### src/rtl/xif_mem_responder.sv
// CORE-V-XIF memory responder: alignment check, speculative request queue, single-outstanding OBI data port.
// Latency: a committed request into an empty queue drives dmem_req the next cycle; the result comes one cycle after rvalid.
// Backpressure: mem_ready drops while the queue is full, with no dependence on a same-cycle pop; dmem_req is held until dmem_gnt.
module xif_mem_responder #(
    parameter int X_ID_WIDTH  = 4,
    parameter int X_MEM_WIDTH = 32,
    parameter int QUEUE_DEPTH = 2
) (
    input  logic                     ck,
    input  logic                     rst_n,
    input  logic                     mem_valid,
    output logic                     mem_ready,
    input  logic [X_ID_WIDTH-1:0]    mem_req_id,
    input  logic [31:0]              mem_req_addr,
    input  logic                     mem_req_we,
    input  logic [2:0]               mem_req_size,
    input  logic [X_MEM_WIDTH/8-1:0] mem_req_be,
    input  logic [X_MEM_WIDTH-1:0]   mem_req_wdata,
    input  logic                     mem_req_spec,
    output logic                     mem_resp_exc,
    output logic [5:0]               mem_resp_exccode,
    input  logic                     commit_valid,
    input  logic [X_ID_WIDTH-1:0]    commit_id,
    input  logic                     commit_kill,
    output logic                     dmem_req,
    input  logic                     dmem_gnt,
    output logic [31:0]              dmem_addr,
    output logic                     dmem_we,
    output logic [X_MEM_WIDTH/8-1:0] dmem_be,
    output logic [X_MEM_WIDTH-1:0]   dmem_wdata,
    input  logic                     dmem_rvalid,
    input  logic [X_MEM_WIDTH-1:0]   dmem_rdata,
    input  logic                     dmem_err,
    output logic                     mem_result_valid,
    output logic [X_ID_WIDTH-1:0]    mem_result_id,
    output logic [X_MEM_WIDTH-1:0]   mem_result_rdata,
    output logic                     mem_result_err
);
    localparam int BE_W  = X_MEM_WIDTH / 8;
    localparam int PTR_W = (QUEUE_DEPTH > 1) ? $clog2(QUEUE_DEPTH) : 1;
    localparam logic [PTR_W-1:0] PTR_LAST = PTR_W'(QUEUE_DEPTH - 1);

    typedef struct packed {
        logic [X_ID_WIDTH-1:0]  id;
        logic [31:0]            addr;
        logic                   we;
        logic [BE_W-1:0]        be;
        logic [X_MEM_WIDTH-1:0] wdata;
        logic                   committed;
        logic                   killed;
    } ent_t;

    typedef enum logic [1:0] {IDLE, REQ, WAIT} state_t;

    ent_t                   q_dat [QUEUE_DEPTH];
    logic [QUEUE_DEPTH-1:0] q_vld;
    logic [PTR_W-1:0]       wr_ptr;
    logic [PTR_W-1:0]       rd_ptr;
    state_t                 state;
    state_t                 state_nxt;
    logic [X_ID_WIDTH-1:0]  cur_id;

    logic misaligned;
    logic q_full;
    logic q_empty;
    logic push_vld;
    logic new_hit;
    logic enq;
    logic pop;
    logic bypass;
    logic issue;
    ent_t new_ent;
    ent_t head;

    function automatic logic [PTR_W-1:0] ptr_inc(input logic [PTR_W-1:0] p);
        return (p == PTR_LAST) ? '0 : p + 1'b1;
    endfunction

    assign misaligned = (mem_req_size == 3'd1 && mem_req_addr[0]) ||
                        (mem_req_size == 3'd2 && mem_req_addr[1:0] != 2'b00) ||
                        (mem_req_size > 3'd2);

    assign mem_resp_exc     = mem_valid && misaligned;
    assign mem_resp_exccode = !mem_resp_exc ? 6'd0 : (mem_req_we ? 6'd6 : 6'd4);

    // Full is a pure function of stored state, so a pop never opens mem_ready in the same cycle.
    assign q_full    = q_vld[wr_ptr];
    assign q_empty   = !q_vld[rd_ptr];
    assign mem_ready = rst_n && !q_full;
    assign push_vld  = mem_valid && mem_ready && !misaligned;

    // A commit for the id being accepted this cycle lands on the new entry.
    assign new_hit = commit_valid && (commit_id == mem_req_id);
    always_comb begin
        new_ent           = '0;
        new_ent.id        = mem_req_id;
        new_ent.addr      = mem_req_addr;
        new_ent.we        = mem_req_we;
        new_ent.be        = mem_req_be;
        new_ent.wdata     = mem_req_wdata;
        new_ent.committed = !mem_req_spec || (new_hit && !commit_kill);
        new_ent.killed    = new_hit && commit_kill;
    end

    always_ff @(posedge ck or negedge rst_n) begin
        if (!rst_n) begin
            state <= IDLE;
        end else begin
            state <= state_nxt;
        end
    end

    // With an empty queue in IDLE the incoming request is decided directly, skipping the queue.
    always_comb begin
        state_nxt = state;
        head      = q_dat[rd_ptr];
        pop       = 1'b0;
        bypass    = 1'b0;
        issue     = 1'b0;
        case (state)
            IDLE: begin
                if (!q_empty) begin
                    if (head.killed) begin
                        pop = 1'b1;
                    end else if (head.committed) begin
                        pop       = 1'b1;
                        issue     = 1'b1;
                        state_nxt = REQ;
                    end
                end else if (push_vld) begin
                    head = new_ent;
                    if (new_ent.killed) begin
                        bypass = 1'b1;
                    end else if (new_ent.committed) begin
                        bypass    = 1'b1;
                        issue     = 1'b1;
                        state_nxt = REQ;
                    end
                end
            end
            REQ:     if (dmem_gnt) state_nxt = WAIT;
            WAIT:    if (dmem_rvalid) state_nxt = IDLE;
            default: state_nxt = IDLE;
        endcase
    end

    assign enq = push_vld && !bypass;

    always_ff @(posedge ck or negedge rst_n) begin
        if (!rst_n) begin
            q_vld  <= '0;
            wr_ptr <= '0;
            rd_ptr <= '0;
        end else begin
            if (enq) begin
                q_vld[wr_ptr] <= 1'b1;
                wr_ptr        <= ptr_inc(wr_ptr);
            end
            if (pop) begin
                q_vld[rd_ptr] <= 1'b0;
                rd_ptr        <= ptr_inc(rd_ptr);
            end
        end
    end

    // Payload storage needs no reset: every read is qualified by q_vld.
    always_ff @(posedge ck) begin
        for (int i = 0; i < QUEUE_DEPTH; i++) begin
            if (q_vld[i] && commit_valid && q_dat[i].id == commit_id) begin
                if (commit_kill) q_dat[i].killed    <= 1'b1;
                else             q_dat[i].committed <= 1'b1;
            end
        end
        if (enq) q_dat[wr_ptr] <= new_ent;
    end

    always_ff @(posedge ck or negedge rst_n) begin
        if (!rst_n) begin
            dmem_req         <= 1'b0;
            dmem_addr        <= '0;
            dmem_we          <= 1'b0;
            dmem_be          <= '0;
            dmem_wdata       <= '0;
            cur_id           <= '0;
            mem_result_valid <= 1'b0;
            mem_result_id    <= '0;
            mem_result_rdata <= '0;
            mem_result_err   <= 1'b0;
        end else begin
            mem_result_valid <= 1'b0;
            if (issue) begin
                dmem_req   <= 1'b1;
                dmem_addr  <= head.addr;
                dmem_we    <= head.we;
                dmem_be    <= head.be;
                dmem_wdata <= head.wdata;
                cur_id     <= head.id;
            end else if (state == REQ && dmem_gnt) begin
                dmem_req <= 1'b0;
            end
            if (state == WAIT && dmem_rvalid) begin
                mem_result_valid <= 1'b1;
                mem_result_id    <= cur_id;
                mem_result_rdata <= dmem_we ? '0 : dmem_rdata;
                mem_result_err   <= dmem_err;
            end
        end
    end

endmodule

### config.mk
export PLATFORM = sky130hd
export DESIGN_NAME = xif_mem_responder
export DESIGN_NICKNAME = d
export VERILOG_FILES = /design/src/rtl/xif_mem_responder.sv
export SDC_FILE = /design/constraint.sdc
export NUM_CORES = 1
export LEC_CHECK = 0
export ABC_AREA = 1
export ABC_CLOCK_PERIOD_IN_PS = 4600
export CORE_MARGIN = 1
export CORE_UTILIZATION = 47
export DETAILED_ROUTE_END_ITERATION = 10
export PLACE_DENSITY_LB_ADDON = 0.15
export REMOVE_ABC_BUFFERS = 1
export SLEW_MARGIN = 0
export SYNTH_ARGS = -nofsm -noshare
export SYNTH_HDL_FRONTEND = slang
export SYNTH_SLANG_ARGS = --single-unit
### constraint.sdc
create_clock -name ck -period 4.6 [get_ports ck]
set_input_delay 1.15 -clock ck [delete_from_list [all_inputs] [get_ports ck]]
set_output_delay 1.15 -clock ck [all_outputs]
set_load 0.005 [all_outputs]
==> results by group, run 1 <==
Status
  – Outcome: finished, final reports clean

Placed design
  – DP Wirelength: 16.9 mm
  – Final GP Congestion: 0.797
  – Pre-CTS WS: 0.741 ns
  – Placed cell area: 14400 um2
  – I/O Buffers: 232
  – Placed cells: 1671

Clock tree
  – TritonCTS clock tree: yes
  – CTS Buf Count: 29
  – Clk pin slew, worst setup/hold paths: 0.05 ns
  – Clock sinks: 268
  – CTS H-tree depth: 1
  – Post-CTS resize count: 0
  – # Post-CTS Setup Buffers: 0
  – CTS Hold Buffers Added: 0
  – Max Buffers Root-to-Sink: 3
  – Worst-Skew Late Latency: 0.54 ns
  – Clk root buf: clkbuf_16

Finish
  – Final Non-Filler Cells: 1726
  – Layout Area Growth over Synthesis: 28.3%
  – Fill count: 2106
  – Fin nets: 1499
  – Final core utilization: 62.2%
  – Share of layout cells above drive strength 1: 5.35%
  – Final instance area: 15300 um2

Worst setup path
  – CP top delay family: buffers and inverters
  – Worst Path Required: 3.45 ns
  – CP Depth: 8
  – Buf+Inv Stages, Crit Path: 3
  – CP startpoint kind: input pin
  – FF-to-FF setup slack: 1.79 ns
  – R2r startpoint: rd_ptr
  – Critical path class: in2out
  – Worst flop-to-flop path endpoint: dmem_addr[3]
  – Cell mode on critical path: nand2_1
  – WP data arrival: 2.72 ns
  – R2R cell count: 8
  – Critical Path Sink: mem_resp_exc
  – Slowest CP cell: clkdlybuf4s50_1
  – CP startpoint: mem_req_addr[0]
  – Crit-path max cell delay: 0.54 ns
  – CP max FO: 5
  – CP Cell Sequence: clkdlybuf4s50_1, nand2_1, nand2_1, nand2_1, nand2_1, inv_1, nor2_1, clkdlybuf4s50_1
  – Crit end category: output port

Global route
  – First-pass GRT wire length: 45.8 mm
  – Vias in the first global route: 8503
  – Initial antenna violation count: 2
  – Largest net degree at the start of global routing: 74
  – Total grt overflow: 0
  – GRT Total Usage: 22.4%

Floorplan
  – I/O pin count: 237
  – Initial Util: 48.5%
  – Row count: 57
  – Die ar.: 26000 um2
  – Die Height: 161 um
  – Die Width: 161 um
  – Core Region: 24600 um2

Power
  – Power per cell area: 584 nW/um2
  – PnR Total Power: 8950 uW
  – Maximum VDD drop: 0.342 mV
  – LEAKAGE: 0.00697 uW

Min path
  – Min-Delay Path Class: reg2reg
  – Hold_sp: cur_id[2]

Drt
  – Drt initial violations: 420
  – WL/cell: 16.6 um
  – DR pass1 iterations: 5
  – DRT Wirelength: 28.7 mm
  – DRC viols: 0
  – Remaining antenna violation count: 0
  – Vias per cell: 4.96
  – Total number of vias: 8566

Timing
  – RSZ-0062 raised after global routing: false
  – Fmax: 259 MHz
  – Post-Route Skew: 0.0181 ns
  – Slew Limit Fails: 0
  – Final count of hold timing violations: 0
  – Worst-Margin Slew: 1.06 ns
  – Final period util: 84.0%
  – Final Worst Setup Slack: 0.735 ns
  – Minimum clock period: 3.87 ns
  – Slew headroom: 29.2%
  – Final setup vio count: 0

Run
  – Max-cap viol count: 0

Synthesis
  – Synth Instances: 1171
  – Syn Area/Cell: 10.2 um2
  – Synth async-reset ratio: 44.0%
  – Ys flop type: edfxtp_1
  – Netlist Area Pre-Place: 11900 um2
  – Post-synthesis sequential area ratio: 62.1%
  – Synth cell types: 35
  – Post-synthesis register bit count: 268
  – Yosys warns: 0
  – Post-synth EDFFs: 146
==> stage by stage <==
step                      TNS [ns]  hold slack (ns)
after detailed placement         0            0.458
after global placement           0            0.453
after CTS                        0            0.473
final                            0            0.469
after floorplan            -512.08            0.442
after global routing             0            0.484
==> report_power, final <==
group | internal [uW] | total (uW) | switching, uW
sequential | 3090 | 3480 | 388
clock | 1250 | 2180 | 927
combinational | 1500 | 3290 | 1780
==> cells in the final DEF (no fill, tap or decap), types with 2 or more instances in the layout <==
| cell | instances |
|---|---|
| o21ai_0 | 35 |
| nand3b_1 | 67 |
| dfrtp_1 | 117 |
| dfxtp_1 | 4 |
| clkinvlp_4 | 2 |
| inv_1 | 103 |
| inv_6 | 2 |
| o211ai_1 | 2 |
| o21bai_1 | 3 |
| clkbuf_8 | 2 |
| buf_12 | 3 |
| clkdlybuf4s50_1 | 231 |
| nand3_1 | 84 |
| nand2_4 | 3 |
| nor3_1 | 4 |
| clkbuf_1 | 9 |
| clkbuf_16 | 29 |
| xor2_1 | 2 |
| nand2_1 | 424 |
| buf_4 | 9 |
| mux2i_1 | 73 |
| conb_1 | 4 |
| clkinv_2 | 8 |
| edfxtp_1 | 146 |
| nor2_4 | 4 |
| inv_2 | 2 |
| a21oi_1 | 3 |
| nor2_1 | 9 |
==> state kept, by name, indices dropped and copies added, names as in the netlist, 2 cells and up <==
| register | count |
|---|---|
| q_dat | 150 |
| dmem_addr | 32 |
| dmem_wdata | 32 |
| mem_result_rdata | 32 |
| cur_id | 4 |
| dmem_be | 4 |
| mem_result_id | 4 |
| q_vld | 2 |
| state | 2 |
==> cells in the mapped netlist, types with 4 or more instances <==
| cell | instances | area [um2] |
|---|---|---|
| nand2_1 | 425 | 1600 |
| edfxtp_1 | 146 | 4380 |
| dfrtp_1 | 118 | 2950 |
| inv_1 | 103 | 387 |
| nand3_1 | 84 | 420 |
| mux2i_1 | 73 | 731 |
| nand3b_1 | 67 | 503 |
| o21ai_0 | 35 | 175 |
| buf_2 | 29 | 145 |
| buf_4 | 20 | 150 |
| clkbuf_1 | 14 | 52.6 |
| nor2_1 | 11 | 41.3 |
| buf_6 | 7 | 78.8 |
| dfxtp_1 | 4 | 80.1 |
| nor3_1 | 4 | 20.0 |
==> layout make-up <==
type | instances | area, um2 | area share [%]
Sequential cell | 268 | 7420 | 48.5
Inverter | 105 | 394 | 2.57
Tap cell | 324 | 405 | 2.65
Multi-Input combinational cell | 730 | 3750 | 24.5
Clock buffer | 40 | 787 | 5.14
Antenna cell | 1 | 2.50 | 0.0163
Clock inverter | 14 | 106 | 0.694
Timing Repair Buffer | 244 | 2450 | 16.0
==> kinds of logic (layout without fill, tap and decap cells) <==
logic type                count (synthesis)  in the layout  share of synthesized area (%)
AOI/OAI and AO/OA                        50             50                           2.39
DFF                                     268            268                           62.1
muxes                                    73             73                           6.12
and+or+nand+nor                         601            601                           22.3
buffers and inverters                   176            403                           6.91
xor gates and xnor gates                  2              2                          0.147
other                                     1              5                         0.0314
==> per-layer routing <==
| metal | global-route usage (%) | up-vias | share of wire (%) | routed length [um] |
|---|---|---|---|---|
| met5 | 0 | - | 0.049 | 14 |
| met4 | 5.53 | 2 | 2.0 | 569 |
| met3 | 5.16 | 39 | 6.6 | 1900 |
| met2 | 38.7 | 242 | 48 | 13700 |
| met1 | 28.3 | 4043 | 44 | 12600 |
| li1 | - | 4240 | - | - |
==> worst min-delay path by stage <==
stage	depth (start not counted)	slack, ns	to
floorplan	2	0.44	cur_id[0]
global placement	2	0.45	dmem_wdata[2]
detailed placement	2	0.46	mem_result_id[1]
CTS	2	0.47	dmem_addr[26]
global route	2	0.48	dmem_wdata[18]
finish	2	0.47	cur_id[2]
==> worst min-delay path: cells and delay by family (launching register included) <==
kind,cells,cell delay (ns)
and+or+nand+nor,2,0.09
DFF,1,0.34
Power figures use the tool's default switching activity.
==> inputs of run 2 (changes only) <==
--- a/config.mk
+++ b/config.mk
@@ -6,9 +6,9 @@
 export NUM_CORES = 1
 export LEC_CHECK = 0
 export ABC_AREA = 1
-export ABC_CLOCK_PERIOD_IN_PS = 4600
+export ABC_CLOCK_PERIOD_IN_PS = 4000
 export CORE_MARGIN = 1
-export CORE_UTILIZATION = 47
+export CORE_UTILIZATION = 52
 export DETAILED_ROUTE_END_ITERATION = 10
 export PLACE_DENSITY_LB_ADDON = 0.15
 export REMOVE_ABC_BUFFERS = 1
==> constraint.sdc (replaced) <==
create_clock -name ck -period 4 [get_ports ck]
set_input_delay 1 -clock ck [delete_from_list [all_inputs] [get_ports ck]]
set_output_delay 1 -clock ck [all_outputs]
set_load 0.005 [all_outputs]
==> results by group, run 2 (synthesis gave the netlist of run 1 again) <==
Status
  – Outcome: finished, final reports clean

Floorplan
  – Row count: 55 (-3.5%)
  – I/O pin count: 237 (unchanged)
  – Die Width: 154 um (-4.9%)
  – Initial Util: 52.9% (+4.4 points)
  – Core Region: 22600 um2 (-8.3%)
  – Die Height: 154 um (-4.9%)
  – Die ar.: 23600 um2 (-9.5%)

Finish
  – Fin nets: 1498 (-0.067%)
  – Share of layout cells above drive strength 1: 5.58% (+0.22 points)
  – Largest register by flop count: q_dat
  – Final core utilization: 68.4% (+6.1 points)
  – Fill count: 1754 (-17%)
  – Number of flip-flops in the largest register: 150 (unchanged)
  – Layout Area Growth over Synthesis: 29.3%
  – Commonest non-fill, non-tap cell in the layout: nand2_1
  – Commonest non-fill, non-tap cells in the layout: nand2_1, clkdlybuf4s50_1, edfxtp_1, dfrtp_1, inv_1

Worst setup path
  – R2R cell count: 7 (-1)
  – Critical path class: in2out
  – CP startpoint kind: input pin
  – WP data arrival: 2.57 ns (-0.15 ns)
  – R2r startpoint: rd_ptr
  – FF-to-FF setup slack: 0.83 ns (-0.96 ns)
  – Worst Path Required: 3.00 ns (-0.45 ns)
  – Worst flop-to-flop path endpoint: dmem_wdata[27]
  – Crit end category: output port
  – Cell mode on critical path: nand2_1
  – CP max FO: 5 (unchanged)
  – CP Cell Sequence: clkdlybuf4s50_1, nand2_1, nand2_1, nand2_1, nand2_1, inv_1, nor2_1, clkdlybuf4s50_1
  – Slowest CP cell: clkdlybuf4s50_1
  – Crit-path max cell delay: 0.53 ns (about the same)

Placed design
  – Final GP Congestion: 0.819 (+2.9%)
  – Pre-CTS WS: 0.428 ns (-0.313 ns)
  – I/O Buffers: 232 (unchanged)
  – DP Wirelength: 16.8 mm (-0.90%)

Global route
  – First-pass GRT wire length: 45.3 mm (-1.1%)
  – Largest net degree at the start of global routing: 82 (+11%)
  – GRT Total Usage: 24.3% (+1.9 points)
  – Vias in the first global route: 8697 (+2.3%)
  – Initial antenna violation count: 3 (+1)
  – Total grt overflow: 0 (unchanged)

Clock tree
  – TritonCTS clock tree: yes
  – Worst-Skew Late Latency: 0.53 ns (about the same)
  – Clk root buf: clkbuf_16
  – Max Buffers Root-to-Sink: 3 (unchanged)
  – CTS Buf Count: 28 (-3.4%)
  – Clock sinks: 268 (unchanged)
  – CTS H-tree depth: 1 (unchanged)
  – # Post-CTS Setup Buffers: 0 (unchanged)
  – CTS Hold Buffers Added: 0 (unchanged)
  – Post-CTS resize count: 0 (unchanged)
  – Clk pin slew, worst setup/hold paths: 0.06 ns (about the same)

Power
  – NetSw: 3550 uW (+15%)
  – Clk network pwr share: 26.6% (+2.2 points)
  – Maximum VDD drop: 0.435 mV (+27%)
  – Internal Power: 7080 uW (+21%)
  – Sw frac: 33.4% (-1.2 points)
  – Power per cell area: 689 nW/um2 (+18%)
  – Comb power frac: 35.8% (-1.0 points)
  – Flop pwr share: 37.6% (-1.3 points)
  – LEAKAGE: 0.00704 uW (+0.97%)

Min path
  – Min-Delay Path Class: in2async

Drt
  – WL/cell: 16.9 um (+1.3%)
  – Drt initial violations: 599 (+43%)
  – Total number of vias: 8610 (+0.51%)
  – Remaining antenna violation count: 0 (unchanged)
  – DR pass1 iterations: 5 (unchanged)
  – DRC viols: 0 (unchanged)
  – DRT Wirelength: 28.4 mm (-1.0%)
  – Vias per cell: 5.10 (+2.8%)

Timing
  – Fmax: 280 MHz
  – Slew Limit Fails: 0 (unchanged)
  – Final period util: 89.3%
  – Tightest hold margin: 0.375 ns (-0.0938 ns)
  – Final setup vio count: 0 (unchanged)
  – Final count of hold timing violations: 0 (unchanged)
  – RSZ-0062 raised after global routing: false
  – Final Worst Setup Slack: 0.429 ns (-0.306 ns)
  – Minimum clock period: 3.57 ns
  – Worst-Margin Slew: 1.09 ns (+0.0281 ns)
  – Post-Route Skew: 0.00989 ns (-0.00822 ns)
  – Slew headroom: 27.6% (-1.6 points)

Run
  – Max-cap viol count: 0 (unchanged)
run 2: critical path, delay by kind of cell:
family,cells,cell delay [ns]
buf+inv,3,1.14
simple gates,5,0.43
run 2: cell type report:
class / count / area (um2) / area share, %
Sequential cell: 268 / 7420 / 48.1
Multi-Input combinational cell: 730 / 3750 / 24.3
Timing Repair Buffer: 244 / 2480 / 16.0
Clock buffer: 43 / 880 / 5.70
Inverter: 105 / 394 / 2.55
Clock inverter: 9 / 150 / 0.973
Antenna cell: 3 / 7.51 / 0.0486
Tap cell: 285 / 357 / 2.31
run 2: worst max-delay path by stage:
stage | startpoint | end | slack (ns) | cells after the start
after CTS | mem_req_addr[0] | mem_resp_exccode[2] | 0.43 | 8
after global placement | mem_req_addr[0] | mem_resp_exccode[1] | 0.48 | 8
after floorplan | rd_ptr | q_dat[0][10] | -3.21 | 6
after detailed placement | mem_req_addr[0] | mem_resp_exccode[2] | 0.43 | 8
after global routing | mem_req_addr[0] | mem_resp_exccode[1] | 0.30 | 8
final | mem_req_addr[0] | mem_resp_exccode[2] | 0.43 | 8
run 2: power by group through the flow:
stage          logic [uW]  clock network, uW  registers [uW]
3_5_place_dp         3830                  0            4050
2_1_floorplan        1840                  0            4080
3_3_place_gp         3760                  0            4030
4_1_cts              3860               2870            4000
6_report             3800               2830            4000
5_1_grt              4230               2970            4080
run 2: per-stage QoR:
step	power [uW]	setup TNS, ns	cell area, um2	std cells
after floorplan	5920	-647.89	11500	1103
after global placement	7800	0	14400	1632
after detailed placement	7880	0	14400	1632
after CTS	10700	0	15400	1684
after global routing	11300	0	15400	1685
final	10600	0	15400	1687
run 2: routing by layer:
metal | GRT usage (%) | share of wire (%)
met5 | 0 | 0
met4 | 6.90 | 1.9
met1 | 30.3 | 42
met2 | 42.7 | 48
met3 | 4.96 | 7.2
